### config.mk
export PLATFORM = sky130hd
export DESIGN_NAME = sin_nco_ctrl
export DESIGN_NICKNAME = d
export VERILOG_FILES = /design/src/rtl/sin_nco_ctrl_pkg.sv /design/src/rtl/sin_nco_acc.sv /design/src/rtl/sin_nco_ctrl.sv
export SDC_FILE = /design/constraint.sdc
export NUM_CORES = 1
export LEC_CHECK = 0
export CORE_MARGIN = 2
export CORE_UTILIZATION = 51
export DETAILED_ROUTE_END_ITERATION = 10
export GPL_ROUTABILITY_DRIVEN = 0
export GPL_TIMING_DRIVEN = 1
export HOLD_SLACK_MARGIN = 0.02
export PLACE_DENSITY = 0.81
export REMOVE_ABC_BUFFERS = 1
export SLEW_MARGIN = 20
export SYNTH_ARGS = -nofsm -noshare
export SYNTH_HDL_FRONTEND = slang
export SYNTH_SLANG_ARGS = --single-unit
### constraint.sdc
create_clock -name clk -period 2.1 [get_ports clk]
set_clock_uncertainty 0.05 [all_clocks]
set_input_delay 0.42 -clock clk [delete_from_list [all_inputs] [get_ports clk]]
set_output_delay 0.42 -clock clk [all_outputs]
set_load 0.05 [all_outputs]
### src/rtl/sin_nco_ctrl_pkg.sv
// Shared definitions for the sine NCO control stage and the mixer top.
//   - nco_state_e : FSM state encoding (IDLE=0, LOAD=1, RUN=2)
//   - ram_depth() : table depth helper, 2**exp
//   - RamExpDflt / RamDepthDflt : default table geometry
// Optional feature macro used by this block: SIN_NCO_PHASE_OFS_EN.
package sin_nco_ctrl_pkg;

    typedef enum logic [1:0] {
        StIdle = 2'd0,
        StLoad = 2'd1,
        StRun  = 2'd2
    } nco_state_e;

    localparam int unsigned RamExpDflt   = 5;
    localparam int unsigned RamDepthDflt = 2 ** RamExpDflt;

    function automatic int unsigned ram_depth(input int unsigned exp);
        return 32'd1 << exp;
    endfunction

endpackage

### src/rtl/sin_nco_acc.sv
// Phase accumulator with table-address truncation and optional phase offset.
// Ports:
//   clk_i, rst_ni  : clock, synchronous active-low reset
//   clr_i          : clear accumulator (table load start)
//   step_i         : advance one step and register a new read address
//   fcw_i          : phase step per cycle, unsigned
//   phase_ofs_i    : address offset, present only with SIN_NCO_PHASE_OFS_EN
//   addr_o         : registered read address (acc top bits [+ offset]) mod depth
module sin_nco_acc #(
    parameter int unsigned RAM_EXP   = 5,
    parameter int unsigned ACC_WIDTH = 16
) (
    input  logic                 clk_i,
    input  logic                 rst_ni,
    input  logic                 clr_i,
    input  logic                 step_i,
    input  logic [ACC_WIDTH-1:0] fcw_i,
`ifdef SIN_NCO_PHASE_OFS_EN
    input  logic [RAM_EXP-1:0]   phase_ofs_i,
`endif
    output logic [RAM_EXP-1:0]   addr_o
);

    logic [ACC_WIDTH-1:0] acc_q;
    logic [RAM_EXP-1:0]   addr_q;
    logic [RAM_EXP-1:0]   addr_d;

`ifdef SIN_NCO_PHASE_OFS_EN
    logic [RAM_EXP-1:0]   ofs_q;

    always_ff @(posedge clk_i) begin
        if (!rst_ni) begin
            ofs_q <= '0;
        end else begin
            ofs_q <= phase_ofs_i;
        end
    end

    // Sum is RAM_EXP wide, so wrap-around is plain truncation.
    always_comb begin
        addr_d = acc_q[ACC_WIDTH-1 -: RAM_EXP] + ofs_q;
    end
`else
    always_comb begin
        addr_d = acc_q[ACC_WIDTH-1 -: RAM_EXP];
    end
`endif

    always_ff @(posedge clk_i) begin
        if (!rst_ni) begin
            acc_q  <= '0;
            addr_q <= '0;
        end else begin
            if (clr_i) begin
                acc_q <= '0;
            end else if (step_i) begin
                acc_q <= acc_q + fcw_i;
            end
            if (step_i) begin
                addr_q <= addr_d;
            end
        end
    end

    assign addr_o = addr_q;

endmodule

### src/rtl/sin_nco_ctrl.sv
// Sine-table control: loads the table RAM from a valid/ready stream, then runs a
// phase accumulator issuing one read address per cycle, with a sample-valid
// strobe aligned to the RAM's 2-cycle registered read.
// Ports:
//   clk, i_rst_n                      : clock, synchronous active-low reset
//   i_load_start, i_load_valid/data   : table load request and sample stream
//   o_load_ready, o_load_done         : load handshake and completion pulse
//   i_enb, i_fcw                      : run request, frequency control word
//   i_phase_ofs                       : address offset (SIN_NCO_PHASE_OFS_EN only)
//   o_addr_w, o_data_ram, o_write_enb : RAM write port
//   o_addr_r, o_read_enb              : RAM read port
//   o_sample_valid, o_table_ok        : RAM output valid, table loaded flag
// Optional feature macro: SIN_NCO_PHASE_OFS_EN.
module sin_nco_ctrl
    import sin_nco_ctrl_pkg::*;
#(
    parameter int unsigned RAM_EXP   = 5,
    parameter int unsigned RAM_WIDTH = 8,
    parameter int unsigned ACC_WIDTH = 16
) (
    input  logic                 clk,
    input  logic                 i_rst_n,
    input  logic                 i_load_start,
    input  logic                 i_load_valid,
    input  logic [RAM_WIDTH-1:0] i_load_data,
    output logic                 o_load_ready,
    output logic                 o_load_done,
    input  logic                 i_enb,
    input  logic [ACC_WIDTH-1:0] i_fcw,
`ifdef SIN_NCO_PHASE_OFS_EN
    input  logic [RAM_EXP-1:0]   i_phase_ofs,
`endif
    output logic [RAM_EXP-1:0]   o_addr_w,
    output logic [RAM_WIDTH-1:0] o_data_ram,
    output logic                 o_write_enb,
    output logic [RAM_EXP-1:0]   o_addr_r,
    output logic                 o_read_enb,
    output logic                 o_sample_valid,
    output logic                 o_table_ok
);

    localparam int unsigned      RamDepth = ram_depth(RAM_EXP);
    localparam logic [RAM_EXP-1:0] PtrLast = RAM_EXP'(RamDepth - 1);

    nco_state_e state_q, state_d;

    logic [RAM_EXP-1:0]   ptr_q, ptr_d;
    logic                 load_ready_q, load_ready_d;
    logic                 load_done_q, load_done_d;
    logic                 write_enb_q, write_enb_d;
    logic [RAM_EXP-1:0]   addr_w_q, addr_w_d;
    logic [RAM_WIDTH-1:0] data_ram_q, data_ram_d;
    logic                 read_enb_q, read_enb_d;
    logic                 rd_pipe_q;
    logic                 sample_valid_q;
    logic                 table_ok_q, table_ok_d;

    logic load_fire;
    logic load_last;
    logic acc_clr;
    logic run_step;

    // Handshake uses the registered ready, so nothing is accepted in the first
    // LOAD cycle; the state check blocks writes outside LOAD.
    assign load_fire = (state_q == StLoad) && i_load_valid && load_ready_q;
    assign load_last = load_fire && (ptr_q == PtrLast);
    assign acc_clr   = (state_q == StIdle) && i_load_start;
    assign run_step  = (state_q == StRun) && i_enb;

    // State register
    always_ff @(posedge clk) begin
        if (!i_rst_n) begin
            state_q <= StIdle;
        end else begin
            state_q <= state_d;
        end
    end

    // Next-state logic
    always_comb begin
        state_d = state_q;
        unique case (state_q)
            StIdle: begin
                if (i_load_start) begin
                    state_d = StLoad;
                end else if (i_enb && table_ok_q) begin
                    state_d = StRun;
                end
            end
            StLoad: begin
                if (load_last) begin
                    state_d = StIdle;
                end
            end
            StRun: begin
                if (!i_enb) begin
                    state_d = StIdle;
                end
            end
            default: state_d = StIdle;
        endcase
    end

    // Output / datapath next-state logic
    always_comb begin
        ptr_d        = ptr_q;
        addr_w_d     = addr_w_q;
        data_ram_d   = data_ram_q;
        write_enb_d  = load_fire;
        load_done_d  = load_last;
        table_ok_d   = table_ok_q | load_last;
        read_enb_d   = run_step;
        // Ready lags entry by one cycle and drops together with the final write.
        load_ready_d = (state_q == StLoad) && (state_d == StLoad);

        if (acc_clr) begin
            ptr_d = '0;
        end else if (load_fire) begin
            ptr_d = ptr_q + RAM_EXP'(1);
        end

        if (load_fire) begin
            addr_w_d   = ptr_q;
            data_ram_d = i_load_data;
        end
    end

    always_ff @(posedge clk) begin
        if (!i_rst_n) begin
            ptr_q          <= '0;
            load_ready_q   <= 1'b0;
            load_done_q    <= 1'b0;
            write_enb_q    <= 1'b0;
            addr_w_q       <= '0;
            data_ram_q     <= '0;
            read_enb_q     <= 1'b0;
            rd_pipe_q      <= 1'b0;
            sample_valid_q <= 1'b0;
            table_ok_q     <= 1'b0;
        end else begin
            ptr_q          <= ptr_d;
            load_ready_q   <= load_ready_d;
            load_done_q    <= load_done_d;
            write_enb_q    <= write_enb_d;
            addr_w_q       <= addr_w_d;
            data_ram_q     <= data_ram_d;
            read_enb_q     <= read_enb_d;
            // Two stages matching the RAM read latency; drains after RUN exits.
            rd_pipe_q      <= read_enb_q;
            sample_valid_q <= rd_pipe_q;
            table_ok_q     <= table_ok_d;
        end
    end

    sin_nco_acc #(
        .RAM_EXP   (RAM_EXP),
        .ACC_WIDTH (ACC_WIDTH)
    ) u_acc (
        .clk_i       (clk),
        .rst_ni      (i_rst_n),
        .clr_i       (acc_clr),
        .step_i      (run_step),
        .fcw_i       (i_fcw),
`ifdef SIN_NCO_PHASE_OFS_EN
        .phase_ofs_i (i_phase_ofs),
`endif
        .addr_o      (o_addr_r)
    );

    assign o_load_ready   = load_ready_q;
    assign o_load_done    = load_done_q;
    assign o_write_enb    = write_enb_q;
    assign o_addr_w       = addr_w_q;
    assign o_data_ram     = data_ram_q;
    assign o_read_enb     = read_enb_q;
    assign o_sample_valid = sample_valid_q;
    assign o_table_ok     = table_ok_q;

endmodule

==> results.json, run 1 <==
{
  "startpoint_type": "input port",
  "placed_area_sq_um": 3490,
  "die_area_sq_um": 5700,
  "p_leak_nw": 1.42,
  "final_layout_size_suffix_gt1_frac": 0.221,
  "drt_first_pass_iters": 5,
  "cts-hold-fix-buffers": 0,
  "post_drt_wl_per_cell_um": 15.0,
  "slew_viol_final": 0,
  "endpoint_kind": "flop",
  "worstPathRequired_ns": 2.27,
  "cp-endpoint": "u_acc.acc_q[9]",
  "syn_area_per_cell_sq_um": 8.46,
  "slowest_stage": "clkdlybuf4s50_1",
  "path_clk_slew_ns": 0.10,
  "routed_via_density": 5.50,
  "fillers": 367,
  "ys.flop_type": "dfxtp_1",
  "cts_root_buffer": "clkbuf_8",
  "syn_area_sq_um": 2610,
  "min_period_ns": 2.11,
  "antenna_found_initial": 0,
  "tightest_slew_ns": 0.519,
  "final_nets": 445,
  "path_cells": "clkdlybuf4s50_1 > ha_4 > and2_2 > nand3_4 > a211oi_1 > o21ai_0 > a32o_1",
  "drt_iter0_markers": 115,
  "slowest_delay_ns": 0.45,
  "grt_pass1_wl_mm": 10.4,
  "arrival_ns": 2.28,
  "r2r-end": "u_acc.acc_q[8]",
  "core_area_sq_um": 5010,
  "drc_errors": 0,
  "ir_worst_vdd_mv": 0.423,
  "setup_slack_ns": -0.0100,
  "dp_hpwl_mm": 4.98,
  "yosys.area.top_type_share": 0.369,
  "yosysWarningCount": 0,
  "start_util": 0.520,
  "area_delta_synth_final_pct": 43.8,
  "crit_type": "input port to flop",
  "status": "finished with violations",
  "async_reset_ff_frac": 0,
  "cts_num_sinks": 48,
  "cts_made_buffers": 5,
  "finalCritPeriodShare": 1.00,
  "syn_inst": 308,
  "final_antenna_net_count": 0,
  "reg2reg_slack_ns": 0.17,
  "row_count": 26,
  "fmax_mhz": 474,
  "worstSetupStartpoint": "i_fcw[4]",
  "htreeDepth": 2,
  "ys_seq_area_frac": 0.369,
  "ios": 53,
  "routed_wl_mm": 7.05,
  "synth_commonest_cells": "nand2_1 (69), dfxtp_1 (48), a21oi_1 (26), a21boi_0 (20), ha_1 (17)",
  "synthTopCellsByArea": "dfxtp_1 (37%), nand2_1 (9.9%), ha_1 (8.2%)",
  "diodes": 0,
  "synth_edf_count": 0,
  "finish.utilization": 0.748,
  "cts_tree": "done",
  "hp-class": "flop to flop",
  "regToRegStartpoint": "u_acc.acc_q[0]",
  "chipHeight_um": 75.5,
  "die_w_um": 75.5,
  "cts_setup_buffers": 0,
  "grt_usage": 0.237,
  "setup_violations": 1,
  "ctsLongestPathBuffers": 2,
  "final_hold_viol_count": 0,
  "worstRegToRegCells": 8,
  "p_per_area_nw_per_um2": 465,
  "vias": 2580,
  "synth_seq_cells": 48,
  "port_buffers": 52,
  "maxCapViolCount": 0,
  "yosysMostFrequentCell": "nand2_1",
  "grt_max_degree": 25,
  "yosysTopAreaCell": "dfxtp_1",
  "overflow": 0,
  "design_area_sq_um": 3750,
  "first_global_vias": 2340,
  "insertion_delay_ns": 0.31,
  "crit_fanout": 7,
  "failed_checks": "negative setup slack",
  "netlist-cell-type-count": 56,
  "max_slew_margin": 0.653
}
-- worst min-delay path by stage --
stage | endpoint | start | slack, ns | cells past startpoint
finish | o_sample_valid | rd_pipe_q | 0.40 | 1
global route | o_data_ram[5] | o_data_ram[5] | 0.44 | 2
CTS | o_sample_valid | rd_pipe_q | 0.40 | 1
detailed placement | o_sample_valid | rd_pipe_q | 0.38 | 1
global placement | o_sample_valid | rd_pipe_q | 0.37 | 1
floorplan | o_sample_valid | rd_pipe_q | 0.36 | 1
-- repair_timing --
action,4_1_cts,5_1_grt
pin swaps,8,2
endpoints found under the setup margin,7,7
endpoints found under the hold margin,0,0
resized for setup,14,15
-- logic make-up (layout without fill, tap and decap cells) --
logic type                 count (synthesis)  count (layout)  synth area share
and+or+nand+nor                          122             122             0.230
AOI/OAI and AO/OA                         89              89             0.238
DFF                                       48              48             0.369
buffers and inverters                     19             110            0.0322
adders and majority gates                 18              18            0.0893
xor gates and xnor gates                   9               9            0.0302
muxes                                      3               3            0.0115
-- cells in the final DEF (no fill, tap or decap), types with 4 or more instances in the layout --
cell type and count:
nor2_1 8, nor3_1 6, and3_1 5, a21oi_1 19
a21o_1 5, nand2_1 69, and2_1 5, inv_1 4
o21ai_0 9, ha_1 8, xnor2_1 5, dfxtp_1 48
a21oi_2 7, nand3_1 6, clkdlybuf4s50_1 51, xor2_1 4
buf_4 46, ha_4 7, a21boi_0 19, clkbuf_8 6
-- state kept, by name, indices dropped and copies added (netlist names) --
register	cells
o_sample_valid	1
o_write_enb	1
o_data_ram	8
o_load_ready	1
rd_pipe_q	1
o_table_ok	1
state_q	2
o_read_enb	1
o_load_done	1
ptr_q	5
u_acc.addr_o	5
u_acc.acc_q	16
o_addr_w	5
-- layer usage --
layer,global-route usage,wire length [um],up-vias
met1,0.305,3020,1200
met5,0,0,-
met3,0.0450,398,18
li1,-,-,1276
met4,0.0663,194,0
met2,0.406,3440,86
-- through the flow --
stage	std cells	power, mW	setup WS [ns]	TNS (ns)	hold slack [ns]
6_report	469	1.74	-0.0100	-0.0100	0.398
5_1_grt	469	1.81	-0.0849	-0.0849	0.438
4_1_cts	469	1.73	-0.00221	-0.00221	0.398
3_5_place_dp	461	1.14	-0.495	-4.18	0.377
3_3_place_gp	461	1.14	-0.387	-3.50	0.369
2_1_floorplan	293	1.02	0.0983	0	0.362
-- where the power goes --
| group | switching, mW | internal [mW] |
|---|---|---|
| combinational | 0.102 | 0.122 |
| clock | 0.335 | 0.267 |
| sequential | 0.00463 | 0.913 |
| total | 0.442 | 1.30 |
-- critical path: cells and delay by family --
family | cells | cell delay, ns
simple gates | 2 | 0.30
compound gates | 3 | 0.79
buf+inv | 1 | 0.45
fa+ha+maj | 1 | 0.32
-- cell type report --
class                           count  area, sq um  share of cell area
Multi-Input combinational cell    241         1720               0.459
Clock buffer                        6         82.6              0.0220
Sequential cell                    48          961               0.256
Clock inverter                      2         15.0             0.00401
Timing Repair Buffer               98          865               0.231
Tap cell                           70         87.6              0.0234
Inverter                            4         15.0             0.00401
Power figures use the tool's default switching activity.
==> run 2: changes to the inputs <==
--- a/config.mk
+++ b/config.mk
@@ -9,7 +9,7 @@
 export CORE_UTILIZATION = 51
 export DETAILED_ROUTE_END_ITERATION = 10
 export GPL_ROUTABILITY_DRIVEN = 0
-export GPL_TIMING_DRIVEN = 1
+export GPL_TIMING_DRIVEN = 0
 export HOLD_SLACK_MARGIN = 0.02
 export PLACE_DENSITY = 0.81
 export REMOVE_ABC_BUFFERS = 1
==> results.json, run 2 (same netlist as run 1, synthesis figures left out) <==
{
  "layout_commonest_cell": "nand2_1",
  "drt_first_pass_iters": 4,
  "rsz0062_at_grt": "true",
  "intPower_mw": 1.28,
  "maxCapViolCount": 0,
  "holdWs_ns": 0.389,
  "grt_usage": 0.204,
  "die_w_um": 75.5,
  "dp_hpwl_mm": 4.10,
  "p_sw_uw": 435,
  "post_drt_wl_per_cell_um": 14.4,
  "slowest_delay_ns": 0.45,
  "final.setup.tns_ns": -0.00313,
  "insertion_delay_ns": 0.31,
  "met1_usage": 0.262,
  "endpoint_kind": "flop",
  "crit_type": "input port to flop",
  "row_count": 26,
  "fillers": 415,
  "setup_slack_ns": -0.00313,
  "drc_errors": 0,
  "finalCritPeriodShare": 1.00,
  "final_hold_viol_count": 0,
  "overflow": 0,
  "crit_fanout": 5,
  "pwr-share-seq": 0.535,
  "cts_root_buffer": "clkbuf_8",
  "max_slew_margin": 0.498,
  "core_area_sq_um": 5010,
  "drt_iter0_markers": 169,
  "placed_area_sq_um": 3150,
  "area_delta_synth_final_pct": 33.6,
  "diodes": 0,
  "start_util": 0.520,
  "layout_common_cells": "nand2_1 (68), clkdlybuf4s50_1 (50), dfxtp_1 (48)",
  "p_leak_nw": 1.26,
  "cts_made_buffers": 5,
  "design_area_sq_um": 3480,
  "die_area_sq_um": 5700,
  "largest_reg_flops": 16,
  "met2_usage": 0.337,
  "top_usage_layer": "met2",
  "startpoint_type": "input port",
  "worstPathRequired_ns": 2.25,
  "routed_via_density": 5.55,
  "grt_max_degree": 29,
  "status": "finished with violations",
  "path_cells": "clkdlybuf4s50_1 > ha_1 > o211ai_1 > nand2_1 > a41oi_2 > xor2_1 > o21ai_0",
  "setup_violations": 1,
  "chipHeight_um": 75.5,
  "routed_wl_mm": 6.17,
  "grt_use_met3": 0.0423,
  "fin_cells": 429,
  "tightest_slew_ns": 0.752,
  "path_clk_slew_ns": 0.10,
  "ios": 53,
  "top_register": "u_acc.acc_q",
  "fmax_mhz": 475,
  "arrival_ns": 2.25,
  "clockPowerShare": 0.354,
  "antenna_found_initial": 0,
  "cts_tree": "done",
  "cts-hold-fix-buffers": 0,
  "combPwrFrac": 0.112,
  "ctsLongestPathBuffers": 2,
  "finish.utilization": 0.695,
  "grt_pass1_wl_mm": 8.90,
  "failed_checks": "negative setup slack",
  "p_sw_frac": 0.254,
  "first_global_vias": 2042,
  "min_period_ns": 2.10,
  "vias": 2383,
  "slowest_stage": "o211ai_1",
  "p_per_area_nw_per_um2": 493,
  "slew_viol_final": 0,
  "ir_worst_vdd_mv": 0.377,
  "final_antenna_net_count": 0,
  "cts_num_sinks": 48,
  "final_nets": 405,
  "htreeDepth": 2,
  "hp-class": "flop to flop",
  "port_buffers": 52,
  "final_layout_size_suffix_gt1_frac": 0.156,
  "numPlacedInstances": 415
}
[run 2: cell count changes in the layout (fill, tap and decap cells not counted), sizes merged]
cell and change:
clkdlybuf4s50 -1, clkinvlp -2, clkbuf +1, clkinv +1, dlymetal6s2s +1, inv +1, dlygate4sd2 -1, buf -40
[run 2: worst paths after layout]
path	cells after the start	start	slack, ns	to
setup / recovery	7	i_fcw[5]	-0.003	u_acc.acc_q[10]
hold / removal	1	rd_pipe_q	0.39	o_sample_valid
setup reg to reg	6	u_acc.acc_q[5]	0.21	u_acc.acc_q[10]
hold reg to reg	1	rd_pipe_q	0.39	o_sample_valid
[run 2: per-layer routing]
| layer | wire length [um] | up-vias | part of all wire |
|---|---|---|---|
| met2 | 3010 | 57 | 0.49 |
| met5 | 0 | - | 0 |
| met1 | 2780 | 1124 | 0.45 |
| met4 | 89 | 0 | 0.014 |
| li1 | - | 1193 | - |
| met3 | 289 | 9 | 0.047 |
[run 2: cell type report]
type | count | area (sq um) | area share
sequential | 48 | 961 | 0.276
multi-input combinational | 241 | 1760 | 0.505
timing repair buffer | 58 | 563 | 0.162
inverter | 4 | 15.0 | 0.00431
tap | 70 | 87.6 | 0.0252
clock inverter | 2 | 13.8 | 0.00395
clock buffer | 6 | 82.6 | 0.0237
[run 2: metrics by stage]
step | worst slack, ns | total power, mW
detailed placement | -0.623 | 1.10
global placement | -0.906 | 1.10
CTS | 0.000814 | 1.71
floorplan | 0.0983 | 1.02
finish | -0.00313 | 1.72
global route | -0.0634 | 1.78
[run 2: power groups by stage]
stage / clock network [mW] / logic [mW] / registers (mW)
3_3_place_gp: 0 / 0.161 / 0.939
5_1_grt: 0.654 / 0.207 / 0.919
2_1_floorplan: 0 / 0.0716 / 0.947
6_report: 0.607 / 0.192 / 0.918
3_5_place_dp: 0 / 0.165 / 0.940
4_1_cts: 0.622 / 0.169 / 0.918
[run 2: repair_timing]
action	4_1_cts	5_1_grt
pin swaps	0	18
endpoints found under the setup margin	9	11
cloned	0	0
gates resized for setup	19	26
buffers inserted	0	6
[run 2: worst max-delay path: cells and delay by family]
family,cells,cell delay [ns]
XOR/XNOR,1,0.16
buffers and inverters,1,0.41
adder cells (fa/ha/maj),1,0.37
AO/OA/AOI/OAI,3,0.76
AND/OR/NAND/NOR,1,0.13
